## src/rtl/lcd_byte_ctrl_pkg.sv

```systemverilog
`default_nettype none
// ----------------------------------------------------------------------------
// lcd_pkg : state encoding, init ROM contents and timing helpers shared by the
//           HD44780 byte controller.                          Revision 1.0
// ----------------------------------------------------------------------------
package lcd_pkg;

  typedef logic [3:0] state_t;

  localparam state_t ST_PWR_WAIT  = 4'd0;
  localparam state_t ST_INIT_SEND = 4'd1;
  localparam state_t ST_INIT_ACK  = 4'd2;
  localparam state_t ST_INIT_DLY  = 4'd3;
  localparam state_t ST_IDLE      = 4'd4;
  localparam state_t ST_HI_SEND   = 4'd5;
  localparam state_t ST_HI_ACK    = 4'd6;
  localparam state_t ST_GAP       = 4'd7;
  localparam state_t ST_LO_SEND   = 4'd8;
  localparam state_t ST_LO_ACK    = 4'd9;

  localparam int INIT_NIBBLE_COUNT = 4;
  localparam logic [3:0] INIT_NIBBLES [INIT_NIBBLE_COUNT] = '{4'h3, 4'h3, 4'h3, 4'h2};
  // 0 selects the long delay after the first nibble, 1 the short one
  localparam logic INIT_DLY_SEL [INIT_NIBBLE_COUNT] = '{1'b0, 1'b1, 1'b1, 1'b1};

  localparam int INIT_BYTES = 5;
  localparam logic [7:0] INIT_BYTE_ROM [INIT_BYTES] = '{8'h28, 8'h08, 8'h01, 8'h06, 8'h0C};

  function automatic int us_to_cycles(input int freq_hz, input int us);
    return (freq_hz / 1000000) * us;
  endfunction

  function automatic int sat_sub(input int value, input int amount);
    return (value > amount) ? (value - amount) : 0;
  endfunction

endpackage
`default_nettype wire

```

## src/rtl/lcd_delay_timer.sv

```systemverilog
`default_nettype none
// ----------------------------------------------------------------------------
// lcd_delay_timer : loadable down-counter that stops at zero.
//                                                             Revision 1.0
// ----------------------------------------------------------------------------
module lcd_delay_timer #(
  parameter int WIDTH = 16
) (
  input  logic             clk,
  input  logic             rst,
  input  logic             load,
  input  logic [WIDTH-1:0] load_value,
  input  logic             count,
  output logic             zero
);

  logic [WIDTH-1:0] remaining;

  always_ff @(posedge clk) begin
    if (rst) begin
      remaining <= '0;
    end else if (load) begin
      remaining <= load_value;
    end else if (count && (remaining != '0)) begin
      remaining <= remaining - WIDTH'(1);
    end
  end

  assign zero = (remaining == '0);

endmodule
`default_nettype wire

```

## src/rtl/lcd_byte_ctrl.sv

```systemverilog
`default_nettype none
// ----------------------------------------------------------------------------
// lcd_byte_ctrl : HD44780 power-on init plus byte-to-nibble issue towards the
//                 4-bit transfer engine.                      Revision 1.0
// ----------------------------------------------------------------------------
module lcd_byte_ctrl
  import lcd_pkg::*;
#(
  parameter int FREQ       = 50000000,
  parameter int POWERUP_US = 40000,
  parameter int INIT1_US   = 4100,
  parameter int INIT2_US   = 100
) (
  input  logic       CLK,
  input  logic       RESET,
  input  logic       in_valid,
  input  logic [7:0] in_data,
  input  logic       in_rs,
  output logic       in_ready,
  output logic       init_done,
  output logic       sendCommand,
  output logic [3:0] command,
  output logic       command_rs,
  output logic       read_busy,
  output logic       mode4bit,
  input  logic       commandDone
);

  localparam int POWERUP_CYC = us_to_cycles(FREQ, POWERUP_US);
  localparam int INIT1_CYC   = us_to_cycles(FREQ, INIT1_US);
  localparam int INIT2_CYC   = us_to_cycles(FREQ, INIT2_US);
  localparam int MAX_CYC_A   = (POWERUP_CYC > INIT1_CYC) ? POWERUP_CYC : INIT1_CYC;
  localparam int MAX_CYC     = (MAX_CYC_A > INIT2_CYC) ? MAX_CYC_A : INIT2_CYC;
  localparam int TIMER_W_RAW = $clog2(MAX_CYC + 1);
  localparam int TIMER_W     = (TIMER_W_RAW < 2) ? 2 : TIMER_W_RAW;

  // Power-up is counted from the first out-of-reset cycle; the other waits
  // are measured from commandDone to the next sendCommand.
  localparam logic [TIMER_W-1:0] PWR_LOAD   = TIMER_W'(sat_sub(POWERUP_CYC, 1));
  localparam logic [TIMER_W-1:0] INIT1_LOAD = TIMER_W'(sat_sub(INIT1_CYC, 2));
  localparam logic [TIMER_W-1:0] INIT2_LOAD = TIMER_W'(sat_sub(INIT2_CYC, 2));
  localparam logic [TIMER_W-1:0] GAP_LOAD   = TIMER_W'(1);

  localparam logic [2:0] LAST_NIBBLE_IDX = 3'(INIT_NIBBLE_COUNT - 1);
  localparam logic [2:0] LAST_BYTE_IDX   = 3'(INIT_BYTES - 1);

  state_t             state;
  logic [2:0]         init_idx;
  logic [2:0]         next_idx;
  logic [2:0]         rom_sel;
  logic [7:0]         rom_first;
  logic [7:0]         rom_next;
  logic [7:0]         byte_reg;
  logic               rs_reg;
  logic               gap_to_lo;
  logic               pwr_armed;
  logic               accept;

  logic               timer_load;
  logic               timer_count;
  logic [TIMER_W-1:0] timer_value;
  logic               timer_zero;

  logic               issue;
  logic [3:0]         issue_nib;
  logic               issue_rs;
  logic               issue_poll;

  assign in_ready  = init_done && (state == ST_IDLE);
  assign accept    = in_valid && in_ready;
  assign next_idx  = init_idx + 3'd1;
  assign rom_sel   = (init_idx == LAST_BYTE_IDX) ? init_idx : next_idx;
  assign rom_first = INIT_BYTE_ROM[0];
  assign rom_next  = INIT_BYTE_ROM[rom_sel];

  lcd_delay_timer #(
    .WIDTH (TIMER_W)
  ) u_timer (
    .clk        (CLK),
    .rst        (RESET),
    .load       (timer_load),
    .load_value (timer_value),
    .count      (timer_count),
    .zero       (timer_zero)
  );

  always_comb begin
    timer_load  = 1'b0;
    timer_count = 1'b0;
    timer_value = '0;
    case (state)
      ST_PWR_WAIT: begin
        if (!pwr_armed) begin
          timer_load  = 1'b1;
          timer_value = PWR_LOAD;
        end else begin
          timer_count = 1'b1;
        end
      end
      ST_INIT_ACK: begin
        if (commandDone) begin
          timer_load  = 1'b1;
          timer_value = INIT_DLY_SEL[init_idx[1:0]] ? INIT2_LOAD : INIT1_LOAD;
        end
      end
      ST_INIT_DLY, ST_GAP: timer_count = 1'b1;
      ST_HI_ACK, ST_LO_ACK: begin
        if (commandDone) begin
          timer_load  = 1'b1;
          timer_value = GAP_LOAD;
        end
      end
      default: ;
    endcase
  end

  // Every nibble launch is decided here so the registered outputs update together
  always_comb begin
    issue      = 1'b0;
    issue_nib  = 4'h0;
    issue_rs   = 1'b0;
    issue_poll = 1'b0;
    case (state)
      ST_PWR_WAIT: begin
        if (pwr_armed && timer_zero) begin
          issue     = 1'b1;
          issue_nib = INIT_NIBBLES[0];
        end
      end
      ST_INIT_DLY: begin
        if (timer_zero) begin
          issue     = 1'b1;
          issue_nib = (init_idx == LAST_NIBBLE_IDX) ? rom_first[7:4]
                                                    : INIT_NIBBLES[next_idx[1:0]];
        end
      end
      ST_IDLE: begin
        if (accept) begin
          issue     = 1'b1;
          issue_nib = in_data[7:4];
          issue_rs  = in_rs;
        end
      end
      ST_GAP: begin
        if (timer_zero) begin
          if (gap_to_lo) begin
            issue      = 1'b1;
            issue_nib  = byte_reg[3:0];
            issue_rs   = rs_reg;
            issue_poll = 1'b1;
          end else if (!init_done) begin
            issue     = 1'b1;
            issue_nib = rom_next[7:4];
          end
        end
      end
      default: ;
    endcase
  end

  always_ff @(posedge CLK) begin
    if (RESET) begin
      state       <= ST_PWR_WAIT;
      init_idx    <= 3'd0;
      byte_reg    <= 8'h00;
      rs_reg      <= 1'b0;
      gap_to_lo   <= 1'b0;
      pwr_armed   <= 1'b0;
      init_done   <= 1'b0;
      sendCommand <= 1'b0;
      command     <= 4'h0;
      command_rs  <= 1'b0;
      read_busy   <= 1'b0;
      mode4bit    <= 1'b0;
    end else begin
      sendCommand <= issue;
      if (issue) begin
        command    <= issue_nib;
        command_rs <= issue_rs;
        read_busy  <= issue_poll;
        mode4bit   <= issue_poll;
      end
      case (state)
        ST_PWR_WAIT: begin
          pwr_armed <= 1'b1;
          if (issue) state <= ST_INIT_SEND;
        end
        ST_INIT_SEND: state <= ST_INIT_ACK;
        ST_INIT_ACK: if (commandDone) state <= ST_INIT_DLY;
        ST_INIT_DLY: begin
          if (timer_zero) begin
            if (init_idx == LAST_NIBBLE_IDX) begin
              init_idx <= 3'd0;
              byte_reg <= rom_first;
              rs_reg   <= 1'b0;
              state    <= ST_HI_SEND;
            end else begin
              init_idx <= next_idx;
              state    <= ST_INIT_SEND;
            end
          end
        end
        ST_IDLE: begin
          if (accept) begin
            byte_reg <= in_data;
            rs_reg   <= in_rs;
            state    <= ST_HI_SEND;
          end
        end
        ST_HI_SEND: state <= ST_HI_ACK;
        ST_HI_ACK: begin
          if (commandDone) begin
            gap_to_lo <= 1'b1;
            state     <= ST_GAP;
          end
        end
        ST_LO_SEND: state <= ST_LO_ACK;
        ST_LO_ACK: begin
          if (commandDone) begin
            gap_to_lo <= 1'b0;
            state     <= ST_GAP;
            if (!init_done && (init_idx == LAST_BYTE_IDX)) init_done <= 1'b1;
          end
        end
        ST_GAP: begin
          if (timer_zero) begin
            if (gap_to_lo) begin
              state <= ST_LO_SEND;
            end else if (init_done) begin
              state <= ST_IDLE;
            end else begin
              init_idx <= next_idx;
              byte_reg <= rom_next;
              rs_reg   <= 1'b0;
              state    <= ST_HI_SEND;
            end
          end
        end
        default: state <= ST_PWR_WAIT;
      endcase
    end
  end

endmodule
`default_nettype wire

```

## config.mk

```make
export PLATFORM = sky130hd
export DESIGN_NAME = lcd_byte_ctrl
export DESIGN_NICKNAME = d
export VERILOG_FILES = /design/src/rtl/lcd_byte_ctrl_pkg.sv /design/src/rtl/lcd_delay_timer.sv /design/src/rtl/lcd_byte_ctrl.sv
export SDC_FILE = /design/constraint.sdc
export NUM_CORES = 1
export LEC_CHECK = 0
export ABC_AREA = 1
export CORE_MARGIN = 5
export CORE_UTILIZATION = 33
export DETAILED_ROUTE_END_ITERATION = 16
export PLACE_DENSITY = 0.5
export SLEW_MARGIN = 20
export SYNTH_ARGS = -nofsm -noshare
export SYNTH_HDL_FRONTEND = slang
export SYNTH_SLANG_ARGS = --single-unit
```

## constraint.sdc

```tcl
create_clock -name CLK -period 2.25 [get_ports CLK]
set_input_delay 0.45 -clock CLK [delete_from_list [all_inputs] [get_ports CLK]]
set_output_delay 0.45 -clock CLK [all_outputs]
set_load 0.01 [all_outputs]
```

==> flow_metrics.env <==
export IMPL_status="finished clean"
export IMPL_slew_violations=0
export IMPL_regMostFlops="u_timer.remaining"
export IMPL_dp_hpwl_mm=5.99
export IMPL_dr_pass1_iters=4
export IMPL_fp_dieH_um=101
export IMPL_peakVddDrop_v=0.000486
export IMPL_cts_setup_buffers=0
export IMPL_worstPathArrival_ps=2210
export IMPL_drc_errors=0
export IMPL_yosysTopAreaCell="dfxtp_1"
export IMPL_postLayoutCellArea_um2=3240
export IMPL_leakage_nw=1.40
export IMPL_cts_buffers=5
export IMPL_initial_utilization=0.337
export IMPL_syn_area_per_cell_um2=6.61
export IMPL_maxCapViolCount=0
export IMPL_placed_area_um2=3110
export IMPL_cp_common_cell="nand2_1"
export IMPL_startpoint_type="flop"
export IMPL_critPathBufInv=0
export IMPL_grt_pass1_vias=2672
export IMPL_slowest_stage="dfxtp_1"
export IMPL_numPortBuffers=22
export IMPL_max_freq_mhz=508
export IMPL_drive_gt1_frac=0.127
export IMPL_cts_htree_levels=2
export IMPL_drt_iter0_drc=80
export IMPL_largest_register_ff_count=21
export IMPL_ant_nets=0
export IMPL_tns_ps=0
export IMPL_worst_path_max_fanout=9
export IMPL_routed_wl_mm=7.65
export IMPL_finalSetupViolCount=0
export IMPL_finalCriticalPeriod_ps=1970
export IMPL_cpLargestDelayFamily="simple AND/OR/NAND/NOR gates"
export IMPL_path_cells="nand2_1, nor2_2, o21ai_0, nor2_2, nor2_4, nand3_2, nand2_1, nand2_1, nand2_1, nor2_1"
export IMPL_finalHoldViolations=0
export IMPL_core_um2=8180
export IMPL_rr_worst_depth=10
export IMPL_clk_latency_ps=300
export IMPL_min_to="command[3]$_SDFFE_PP0P_"
export IMPL_synth_cells=417
export IMPL_seq_area_frac_synth=0.312
export IMPL_power_density_nw_per_um2=1260
export IMPL_dp_slack_ps=80.8
export IMPL_whs_ps=467
export IMPL_grt_max_degree=19
export IMPL_synth_area_leaders="dfxtp_1, nor2_1, nand2_1"
export IMPL_post_place_cells=545
export IMPL_cp_depth=10
export IMPL_vias=2739
export IMPL_synth_net_count=438
export IMPL_grt_overflow_total=0
export IMPL_avgRoutedWirePerCell_um=13.8
export IMPL_clk_pin_slew_worst_paths_ps=100
export IMPL_antenna_found_initial=0
export IMPL_root_buffer="clkbuf_8"
export IMPL_diodes=0
export IMPL_synthDistinctLibCells=39
export IMPL_rsz0062_at_grt="false"
export IMPL_grt_usage=0.157
export IMPL_yosys_warnings=0
export IMPL_area_growth_pct=17.5
export IMPL_die_w_um=101
export IMPL_reg2reg_from="state[1]$_SDFFE_PP0P_"
export IMPL_min_period_over_period=0.874
export IMPL_synth_top_cell_area_share=0.312
export IMPL_fp_row_count=33
export IMPL_min_from="command[3]$_SDFFE_PP0P_"
export IMPL_gp_congestion=0.833
export IMPL_max_stage_delay_ps=480
export IMPL_setup_worst_path_class="reg2reg"
export IMPL_cts_buffer_depth=2
export IMPL_required_ps=2490
export IMPL_cts_tree="built"
export IMPL_synth_seq_cells=43
export IMPL_final_cells=553
export IMPL_fin_skew_ps=5.53
export IMPL_relSlewSlack=0.723
export IMPL_power_total_mw=4.09
export IMPL_grt_pass1_wl_mm=12.8
export IMPL_cp_end_kind="flop"
export IMPL_die_area_um2=10300
export IMPL_timing_final_ws_setup_ps=283
export IMPL_syn_cell_area_um2=2760
export IMPL_fin_util=0.396
export IMPL_ioPinCount=23
export IMPL_worstMarginPinSlew_ps=414
export IMPL_via_per_inst=4.95
export IMPL_regToRegSetupSlack_ps=280
export IMPL_cts_sinks=43
export IMPL_final_nets=468
export IMPL_min_path_type="reg2reg"
export IMPL_timing_rr_end="state[0]$_SDFFE_PP0P_"
export IMPL_holdPathStages=2
Yosys cell counts:
master / number
nand2_8: 1
nand2_4: 3
o211ai_1: 1
a22oi_1: 3
nor2_2: 3
nor3_1: 4
buf_4: 1
nand3b_1: 2
o31ai_1: 2
inv_1: 37
clkbuf_1: 2
dfxtp_1: 43
o21ai_0: 23
nand2_2: 8
a21boi_0: 1
ha_1: 8
xnor2_1: 1
inv_2: 9
a21oi_1: 42
buf_2: 1
o22ai_1: 1
nor2_4: 6
nand3_1: 13
nand4_1: 3
o21ai_2: 1
o311ai_0: 1
a221oi_1: 2
buf_6: 3
xor2_1: 6
nand2_1: 79
or2_2: 1
nand3_2: 5
nor3_2: 1
nor2_1: 81
o21ai_1: 12
a211oi_1: 2
a21oi_2: 1
a31oi_1: 3
inv_6: 1
cell type report:
| type | count | area [um^2] |
|---|---|---|
| fillers | 881 | 4940 |
| multi-input cells | 320 | 1660 |
| flip-flops and latches | 43 | 862 |
| repair buffers | 30 | 283 |
| inverters | 47 | 181 |
| well taps | 105 | 131 |
| clock buffers | 6 | 82.6 |
| clock inverters | 2 | 38.8 |
how the worst max path moves through the flow:
| stage | startpoint | end | slack, ps |
|---|---|---|---|
| floorplan | u_timer.remaining[0]$_SDFFE_PP0P_ | rs_reg$_SDFFE_PP0P_ | 690 |
| global placement | commandDone | u_timer.remaining[17]$_SDFFE_PP0P_ | 130 |
| detailed placement | commandDone | u_timer.remaining[17]$_SDFFE_PP0P_ | 80 |
| CTS | state[3]$_SDFFE_PP0P_ | in_ready | 50 |
| global route | state[1]$_SDFFE_PP0P_ | state[0]$_SDFFE_PP0P_ | 70 |
| finish | state[1]$_SDFFE_PP0P_ | state[0]$_SDFFE_PP0P_ | 280 |
kinds of logic after synthesis:
logic type,synth area share
and+or+nand+nor,0.354
AOI/OAI and AO/OA,0.189
buffers and inverters,0.0854
xor gates and xnor gates,0.0223
adders and majority gates,0.0363
DFF,0.312
metal layers:
metal | GRT usage | up-vias | wire length (um) | part of all wire
li1 | - | 1424 | - | -
met1 | 0.196 | 1246 | 3580 | 0.47
met2 | 0.266 | 54 | 3570 | 0.47
met3 | 0.0269 | 15 | 287 | 0.038
met4 | 0.0644 | 0 | 206 | 0.027
met5 | 0 | - | 0 | 0
power breakdown:
part	leakage (nW)	internal (mW)	total, mW	switching (mW)
combinational	0.983	0.758	2.26	1.50
sequential	0.353	0.953	1.16	0.206
clock	0.0618	0.366	0.677	0.311
worst min-delay path: stages (launching register included):
cell,delay (ps)
dfxtp_1,320
nand2_1,60
a21oi_1,50
placed cells by master, fill, tap and decap left out, types with 2 or more instances in the layout:
cell,instances
nand4_1,3
nand2_4,3
a211oi_1,2
o21ai_1,12
clkbuf_8,6
dfxtp_1,42
o31ai_1,2
clkdlybuf4s50_1,21
a21oi_1,42
nand2_1,79
nor2_4,6
a31oi_1,3
buf_4,8
o21ai_0,23
a22oi_1,3
nand3b_1,2
nor2_2,3
nand3_1,13
ha_1,8
nand2_2,8
xor2_1,6
nor3_1,4
inv_2,9
a221oi_1,2
nor2_1,81
nand3_2,5
inv_1,37
inv_6,2
timing repair:
action                                  in CTS  in global routing
resized for setup                            0                  2
endpoints found under the setup margin       0                  1
hold buffers                                 0                  0
Note: power is estimated with default switching activity, not from simulation.
==> edit (config.mk and constraints unchanged) <==
Set the parameter `FREQ` to 25000000 (it was 50000000).
--- a/src/rtl/lcd_byte_ctrl.sv
+++ b/src/rtl/lcd_byte_ctrl.sv
@@ -8,3 +8,3 @@
 #(
-  parameter int FREQ       = 50000000,
+  parameter int FREQ       = 25000000,
   parameter int POWERUP_US = 40000,
Check against the original RTL: same outputs for any inputs over 10 cycles, from zero or initial values and one cycle with RESET high; that may be too few to reach the edited logic, so the function may still have changed.
==> edit against the original RTL <==
- setup slack got worse by 0.12 ns
- count of clock-buffer cells in the layout fell by 1
- largest cell class unchanged
- utilization decreased by 0.51 points
- design area is 2.3% lower
- wire length decreased by 3.3%
- sequential cell count shrank 1
- synthesized cell count fell by 3.1%
- largest power group unchanged
- synthesized area shrank 2.0%
- power down 1.4%
- die area decreased by 1.8%
- hold slack improved by 0.0031 ns
==> edit: results (changes against the original RTL) <==
Detailed routing
  – Wire length on met3: 224 µm (was 287 µm)
  – DRT met1 WL: 3270 µm (was 3580 µm)
  – Met2 routed WL: 3700 µm (was 3570 µm)
  – Vias: 2,654 (was 2,739)
  – DRT iter0 DRCs: 94 (was 80)

Synthesis
  – Area contributors post-synth: dfxtp_1 31%, nand2_1 11%, nor2_1 11%, a21oi_1 8.0%, inv_1 4.7% (was dfxtp_1 31%, nor2_1 11%, nand2_1 11%, a21oi_1 7.6%, inv_1 5.0%)
  – Post-synthesis sequential area ratio: 0.312 (about the same)
  – Synth unique cells: 42 (was 39)
  – Synthesized net count: 426 (was 438)
  – Avg Cell Area, Syn: 6.68 µm² (was 6.61 µm²)
  – Top cells by count, synth: 77 x nand2_1, 76 x nor2_1, 43 x a21oi_1 (was 81 x nor2_1, 79 x nand2_1, 43 x dfxtp_1)

Cells and area
  – Final #Nets: 456 (was 468)
  – Non-filler cells in the finished layout: 540 (was 553)
  – Max reg flops: 20 (was 21)
  – Fraction of layout cells with a size suffix above 1: 0.120 (was 0.127)

Timing
  – Setup Skew: 0.00398 ns (was 0.00553 ns)
  – Worst slew margin: 0.754 (was 0.723)

GRT
  – Gr usage total: 0.153 (was 0.157)
  – Largest net degree at the start of global routing: 28 (was 19)
  – Vias in the first global route: 2,645 (was 2,672)

Worst setup path
  – Crit path max fanout: 6 (was 9)
  – Max incr delay on CP: 0.55 ns (was 0.48 ns)
  – Crit-path leading delay family: buffers and inverters (was simple AND/OR/NAND/NOR gates)
  – Slowest CP cell: clkdlybuf4s50_1 (was dfxtp_1)

Placement
  – Post-placement cell count: 531 (was 545)
  – Final GP Congestion: 0.869 (was 0.833)

Outcome
  – Status: finished clean (unchanged)

Power and ir drop
  – Max VDD drop: 0.000390 V (was 0.000486 V)
-- edit: what timing repair did --
action / in CTS / in global routing
endpoints found under the setup margin: 0 / 1
buffers inserted: 0 / 1
gates resized for setup: 0 / 1
-- edit: final cells by class --
type | count | area (µm²)
repair buffers | 30 | 280
flip-flops and latches | 42 | 842
clock buffers | 5 | 68.8
multi-input cells | 313 | 1640
clock inverters | 3 | 40.0
well taps | 105 | 131
fillers | 894 | 4930
inverters | 42 | 165
-- edit: metal layers --
metal  global-route usage  up-vias
met5                    0        -
met4               0.0674        0
met3               0.0271       16
met2                0.267       54
met1                0.183     1203
li1                     -     1381
-- edit: kinds of logic after synthesis --
family          synth area share
compound gates             0.185
xor+xnor                  0.0227
fa+ha+maj                 0.0417
buf+inv                   0.0821
flops                      0.312
simple gates               0.357
-- edit: through the flow --
step / utilization / hold slack, ns / setup slack, ns / area [µm²]
after floorplan: - / 0.461 / 0.676 / 2700
after global placement: 0.376 / 0.459 / 0.213 / 3050
after detailed placement: 0.376 / 0.458 / 0.161 / 3050
after CTS: 0.390 / 0.472 / 0.0450 / 3160
after global routing: 0.391 / 0.496 / 0.00874 / 3160
final: 0.391 / 0.470 / 0.158 / 3160
-- edit: tightest hold or removal path, stage by stage (launching register included) --
cell	delay [ns]
dfxtp_1	0.32
nand2_1	0.06
a21oi_1	0.06
-- edit: final timing paths --
path	cells after the start	slack (ns)	end	startpoint
worst min register to register	2	0.47	command[2]	command[2]
worst min-delay path	2	0.47	command[2]	command[2]
worst max register to register	10	0.28	state[3]	u_timer.remaining[8]
worst max-delay path	4	0.16	in_ready	state[3]
-- edit: report_power, final --
part,leakage (nW),internal [mW],switching [mW]
logic,0.952,0.808,1.48
registers,0.345,0.932,0.200
clock network,0.0579,0.327,0.287
total,1.35,2.07,1.97
